### src/rtl/pdm_pkg.sv
// Shared constants for the multi-channel pulse-density modulator.
package pdm_pkg;

  localparam logic MODE_PDM = 1'b0;
  localparam logic MODE_PWM = 1'b1;

  function automatic int unsigned frame_len(input int unsigned width);
    return 32'd1 << width;
  endfunction

endpackage

### src/rtl/pdm_channel.sv
// One modulator lane: double-buffered level, sigma-delta accumulator and output flop.
module pdm_channel
  import pdm_pkg::*;
#(
  parameter int WIDTH       = 5,
  parameter bit SYNC_UPDATE = 1'b1
) (
  input  logic             clk,
  input  logic             reset,
  input  logic             write_i,
  input  logic [WIDTH-1:0] data_i,
  input  logic [WIDTH-1:0] frame_cnt_i,
  input  logic             commit_i,
  input  logic             clear_acc_i,
  input  logic             mode_i,
  output logic             out_o,
  output logic             pending_o
);

  logic [WIDTH-1:0] pend_q, pend_d;
  logic [WIDTH-1:0] active_q, active_d;
  logic [WIDTH-1:0] acc_q, acc_d;
  logic             pending_q, pending_d;
  logic             out_q, out_d;
  logic [WIDTH:0]   sum;

  always_comb begin
    pend_d    = pend_q;
    active_d  = active_q;
    pending_d = pending_q;
    if (SYNC_UPDATE) begin
      // Commit the value held before this edge; a simultaneous write re-arms pending.
      if (commit_i && pending_q) begin
        active_d  = pend_q;
        pending_d = 1'b0;
      end
      if (write_i) begin
        pend_d    = data_i;
        pending_d = 1'b1;
      end
    end else if (write_i) begin
      pend_d   = data_i;
      active_d = data_i;
    end

    sum = {1'b0, acc_q} + {1'b0, active_q};
    if (mode_i == MODE_PWM) begin
      acc_d = '0;
      out_d = (frame_cnt_i < active_q);
    end else begin
      acc_d = sum[WIDTH-1:0];
      out_d = sum[WIDTH];
    end
    if (clear_acc_i) begin
      acc_d = '0;
    end
  end

  always_ff @(posedge clk or posedge reset) begin
    if (reset) begin
      pend_q    <= '0;
      active_q  <= '0;
      acc_q     <= '0;
      pending_q <= 1'b0;
      out_q     <= 1'b0;
    end else begin
      pend_q    <= pend_d;
      active_q  <= active_d;
      acc_q     <= acc_d;
      pending_q <= pending_d;
      out_q     <= out_d;
    end
  end

  assign out_o     = out_q;
  assign pending_o = pending_q;

endmodule

### src/rtl/pdm_multi_channel.sv
// Multi-channel PDM/PWM modulator: shared frame counter, commit strobe and mode register
// driving one pdm_channel per output.
module pdm_multi_channel
  import pdm_pkg::*;
#(
  parameter int WIDTH       = 5,
  parameter int CHANNELS    = 3,
  parameter bit SYNC_UPDATE = 1'b1,
  localparam int AW         = (CHANNELS > 1) ? $clog2(CHANNELS) : 1
) (
  input  logic                clk,
  input  logic                reset,
  input  logic                write_en,
  input  logic [AW-1:0]       write_addr,
  input  logic [WIDTH-1:0]    write_data,
  input  logic                mode,
  output logic [CHANNELS-1:0] pdm_out,
  output logic                frame_start,
  output logic [CHANNELS-1:0] pending
);

  localparam logic [WIDTH-1:0] CNT_MAX = WIDTH'(frame_len(WIDTH) - 1);

  logic [WIDTH-1:0]    frame_cnt_q, frame_cnt_d;
  logic                frame_start_q, frame_start_d;
  logic                mode_q, mode_d;
  logic                commit;
  logic                clear_acc;
  logic [CHANNELS-1:0] ch_write;

  assign commit = (frame_cnt_q == CNT_MAX);

  always_comb begin
    frame_cnt_d   = frame_cnt_q + WIDTH'(1);
    frame_start_d = commit;
    mode_d        = commit ? mode : mode_q;
    // A mode switch restarts every accumulator so the new encoding begins cleanly.
    clear_acc     = commit && (mode != mode_q);
  end

  always_ff @(posedge clk or posedge reset) begin
    if (reset) begin
      frame_cnt_q   <= '0;
      frame_start_q <= 1'b0;
      mode_q        <= MODE_PDM;
    end else begin
      frame_cnt_q   <= frame_cnt_d;
      frame_start_q <= frame_start_d;
      mode_q        <= mode_d;
    end
  end

  assign frame_start = frame_start_q;

  for (genvar gi = 0; gi < CHANNELS; gi++) begin : g_ch
    assign ch_write[gi] = write_en && (write_addr == AW'(gi));

    pdm_channel #(
      .WIDTH      (WIDTH),
      .SYNC_UPDATE(SYNC_UPDATE)
    ) u_ch (
      .clk        (clk),
      .reset      (reset),
      .write_i    (ch_write[gi]),
      .data_i     (write_data),
      .frame_cnt_i(frame_cnt_q),
      .commit_i   (commit),
      .clear_acc_i(clear_acc),
      .mode_i     (mode_q),
      .out_o      (pdm_out[gi]),
      .pending_o  (pending[gi])
    );
  end

endmodule

### config.mk
export PLATFORM = sky130hd
export DESIGN_NAME = pdm_multi_channel
export DESIGN_NICKNAME = d
export VERILOG_FILES = /design/src/rtl/pdm_pkg.sv /design/src/rtl/pdm_channel.sv /design/src/rtl/pdm_multi_channel.sv
export SDC_FILE = /design/constraint.sdc
export NUM_CORES = 1
export LEC_CHECK = 0
export CORE_ASPECT_RATIO = 1.4
export CORE_UTILIZATION = 60
export CTS_BUF_LIST = sky130_fd_sc_hd__clkbuf_8
export CTS_CLUSTER_SIZE = 14
export DETAILED_ROUTE_END_ITERATION = 12
export GPL_TIMING_DRIVEN = 1
export PLACE_DENSITY = 0.84
export SYNTH_ARGS = -nofsm -noshare
export SYNTH_HDL_FRONTEND = slang
export SYNTH_SLANG_ARGS = --single-unit
export TNS_END_PERCENT = 100
### constraint.sdc
create_clock -name clk -period 3.9 [get_ports clk]
set_input_delay 0.975 -clock clk [delete_from_list [all_inputs] [get_ports clk]]
set_output_delay 0.975 -clock clk [all_outputs]
set_load 0.01 [all_outputs]
==> out/metrics.cfg <==
[synth]
synth_most_common_cell = dfrtp_1
synthCells = 243
synth_compound_area_share_pct = 6.601
asyncSetResetFlopFracSynth_pct = 100.0
synth_cell_type_count = 27
syn-cell-area_um2 = 2919
synth_xor_area_share_pct = 1.500
synth_edf_count = 0
avgSynthCellArea_um2 = 12.01
ys_seq_area_share_pct = 49.72
netlist_top_cells_count = dfrtp_1 (58), mux2_2 (31), ha_1 (29)
synth_top_family_by_area = adder cells
synth-seq-cells = 58
yosys.area_share.simple_pct = 9.901
synth_fp_nets = 286
synth_adder_area_share_pct = 14.49
synth_top_area_share_pct = 49.72
muxShareOfSynthArea_pct = 11.96
synthTopCellsByArea = dfrtp_1 (50%), ha_1 (12%), mux2_2 (12%)
synth_top_flop_cell = dfrtp_1
synth_warnings = 0
yosysTopAreaCell = dfrtp_1

[floorplan]
dieArea_um2 = 5152
num_io_pins = 18
die_width_um = 60.95
floorplan.rows = 29
die_h_um = 84.53
coreArea_um2 = 4608
start_util_pct = 63.35

[finish]
nets = 306
area_growth_pct = 12.86
fin_area_um2 = 3294
utilization_pct = 71.49
drive_gt1_share_pct = 19.48
diodes = 0

[timing]
rsz0062_at_grt = false
maxSlewViolCount = 0
slew_headroom_pct = 52.45
fmaxAchievable_mhz = 449.3
worst_pin_slew_ns = 0.7132
setup_violations = 0
fin_crit_sh_pct = 57.06
finalCriticalPeriod_ns = 2.225
finalHoldViolCount = 0
fin_worst_skew_ns = 0.004610
tns_ns = 0
hold_ws_ns = 0.5014

[global_route]
grt_max_degree = 59
grt_pass1_wl_um = 8197
track_usage_pct = 22.59
antenna_found_initial = 0
grt_pass1_vias = 1813
grt_remaining_overflow = 0

[flow_run]
drv_cap = 0

[clock_tree]
numCtsBuffers = 9
clk_latency_ns = 0.33
cts.sinks = 58
tritoncts = yes
clock_path_buffers = 2
clock-root-buffer = clkbuf_8
htree_num_levels = 3
postCtsSetupRepairBufs = 0
cts.clk_slew.worst_paths_ns = 0.06
holdBufCountCts = 0
cts-resized-gates = 0

[placed_design]
gp_congestion = 0.7791
dpl.hpwl_um = 3443
io_buffers = 17
placed_area_um2 = 3102

[setup_path]
worstPathCellList = clkdlybuf4s50_1
cpMaxStageDelayCell = clkdlybuf4s50_1
crit_path_start_kind = register
crit_buf_inv = 1
critPathTopFamily = buffers and inverters
path_max_fanout = 3
crit_type = register to output pin
critPathCaptureType = output pin
max_stage_delay_ns = 0.55
required_ns = 2.92
crit_arrival_ns = 1.25

[pwr]
power_frac_comb_pct = 28.2
netSwitchingPower_mw = 0.5486
swShare_pct = 29.45
p_clk_share_pct = 28.6
power.density_nw_per_um2 = 565.4
vdd_drop_max_mv = 0.4583
intPower_mw = 1.314
power.leakage_nw = 1.572
seq_power_share_pct = 43.2

[route]
wl_per_cell_um = 14.16
antenna_left = 0
remaining_drc_errors = 0
drtIter0Drc = 32
num_vias = 1784
first_pass_iters = 4
wl_um = 4657
avgViaCountPerCell = 5.422

[worst_hold_path]
holdCritPathClass = register to register

[outcome]
status = complete, no violations

## final timing paths
path                                         from  slack (ns)  cells past startpoint                        to
max                        g_ch[2].u_ch.pending_o        1.67                      1                pending[2]
min                        g_ch[2].u_ch.pend_q[3]        0.50                      1    g_ch[2].u_ch.pend_q[3]
max reg2reg                        frame_cnt_q[1]        1.97                      5     g_ch[0].u_ch.acc_q[2]
min reg2reg                g_ch[2].u_ch.pend_q[3]        0.50                      1    g_ch[2].u_ch.pend_q[3]
max in group asynchronous                   reset        2.26                      3     g_ch[0].u_ch.acc_q[2]
min in group asynchronous                   reset        1.16                      3  g_ch[2].u_ch.active_q[1]
## registers in the layout (all words and copies together) (netlist names)
name,cells
g_ch.u_ch.active_q,15
g_ch.u_ch.out_o,3
g_ch.u_ch.pending_o,3
g_ch.u_ch.acc_q,15
mode_q,1
frame_cnt_q,5
g_ch.u_ch.pend_q,15
frame_start,1
## routing by layer
layer / part of all wire (%) / up-vias / track usage (%)
met5: 0 / - / 0
met4: 1.6 / 0 / 10.74
met3: 3.2 / 7 / 7.550
met2: 50 / 32 / 34.07
met1: 45 / 872 / 29.04
li1: - / 873 / -
## logic make-up after synthesis
family / Yosys count
xor+xnor: 5
flops: 58
mux: 31
fa+ha+maj: 32
buf+inv: 35
compound gates: 29
simple gates: 53
## cells in the final DEF, fill, tap and decap left out, drive strengths merged
| master | count |
|---|---|
| a21oi | 10 |
| xnor2 | 4 |
| clkdlybuf4s50 | 17 |
| nor2b | 6 |
| inv | 26 |
| clkbuf | 10 |
| nand3 | 4 |
| dfrtp | 58 |
| nor2 | 12 |
| xor2 | 1 |
| nand2 | 9 |
| o21a | 9 |
| bufinv | 1 |
| ha | 29 |
| clkinv | 2 |
| and2 | 3 |
| nor3b | 1 |
| mux2 | 31 |
| nor3 | 9 |
| and3 | 1 |
| nand2b | 3 |
| a21o | 5 |
| clkinvlp | 2 |
| nand3b | 5 |
| o32ai | 3 |
| buf | 1 |
| fa | 3 |
| o21ai | 2 |
## power groups by stage
stage	Clock (mW)	Combinational, mW	Sequential (mW)
floorplan	0	0.428	0.790
global placement	0	0.497	0.811
detailed placement	0	0.519	0.817
CTS	0.551	0.529	0.806
global route	0.567	0.601	0.821
finish	0.533	0.525	0.804
## cell type report
cell class | count | area [µm²]
clock buffers | 10 | 137.6
clock inverters | 5 | 55.05
fillers | 326 | 1314
inverters | 26 | 97.59
multi-input cells | 150 | 1297
flip-flops and latches | 58 | 1451
well taps | 62 | 77.57
repair buffers | 18 | 177.7
## through the flow
stage	cells	power (mW)	setup slack, ns
after global placement	314	1.308	1.543
after detailed placement	314	1.337	1.521
final	329	1.863	1.675
after global routing	329	1.989	1.624
after CTS	329	1.885	1.651
after floorplan	243	1.218	1.497
(Power assumes the default switching activity.)
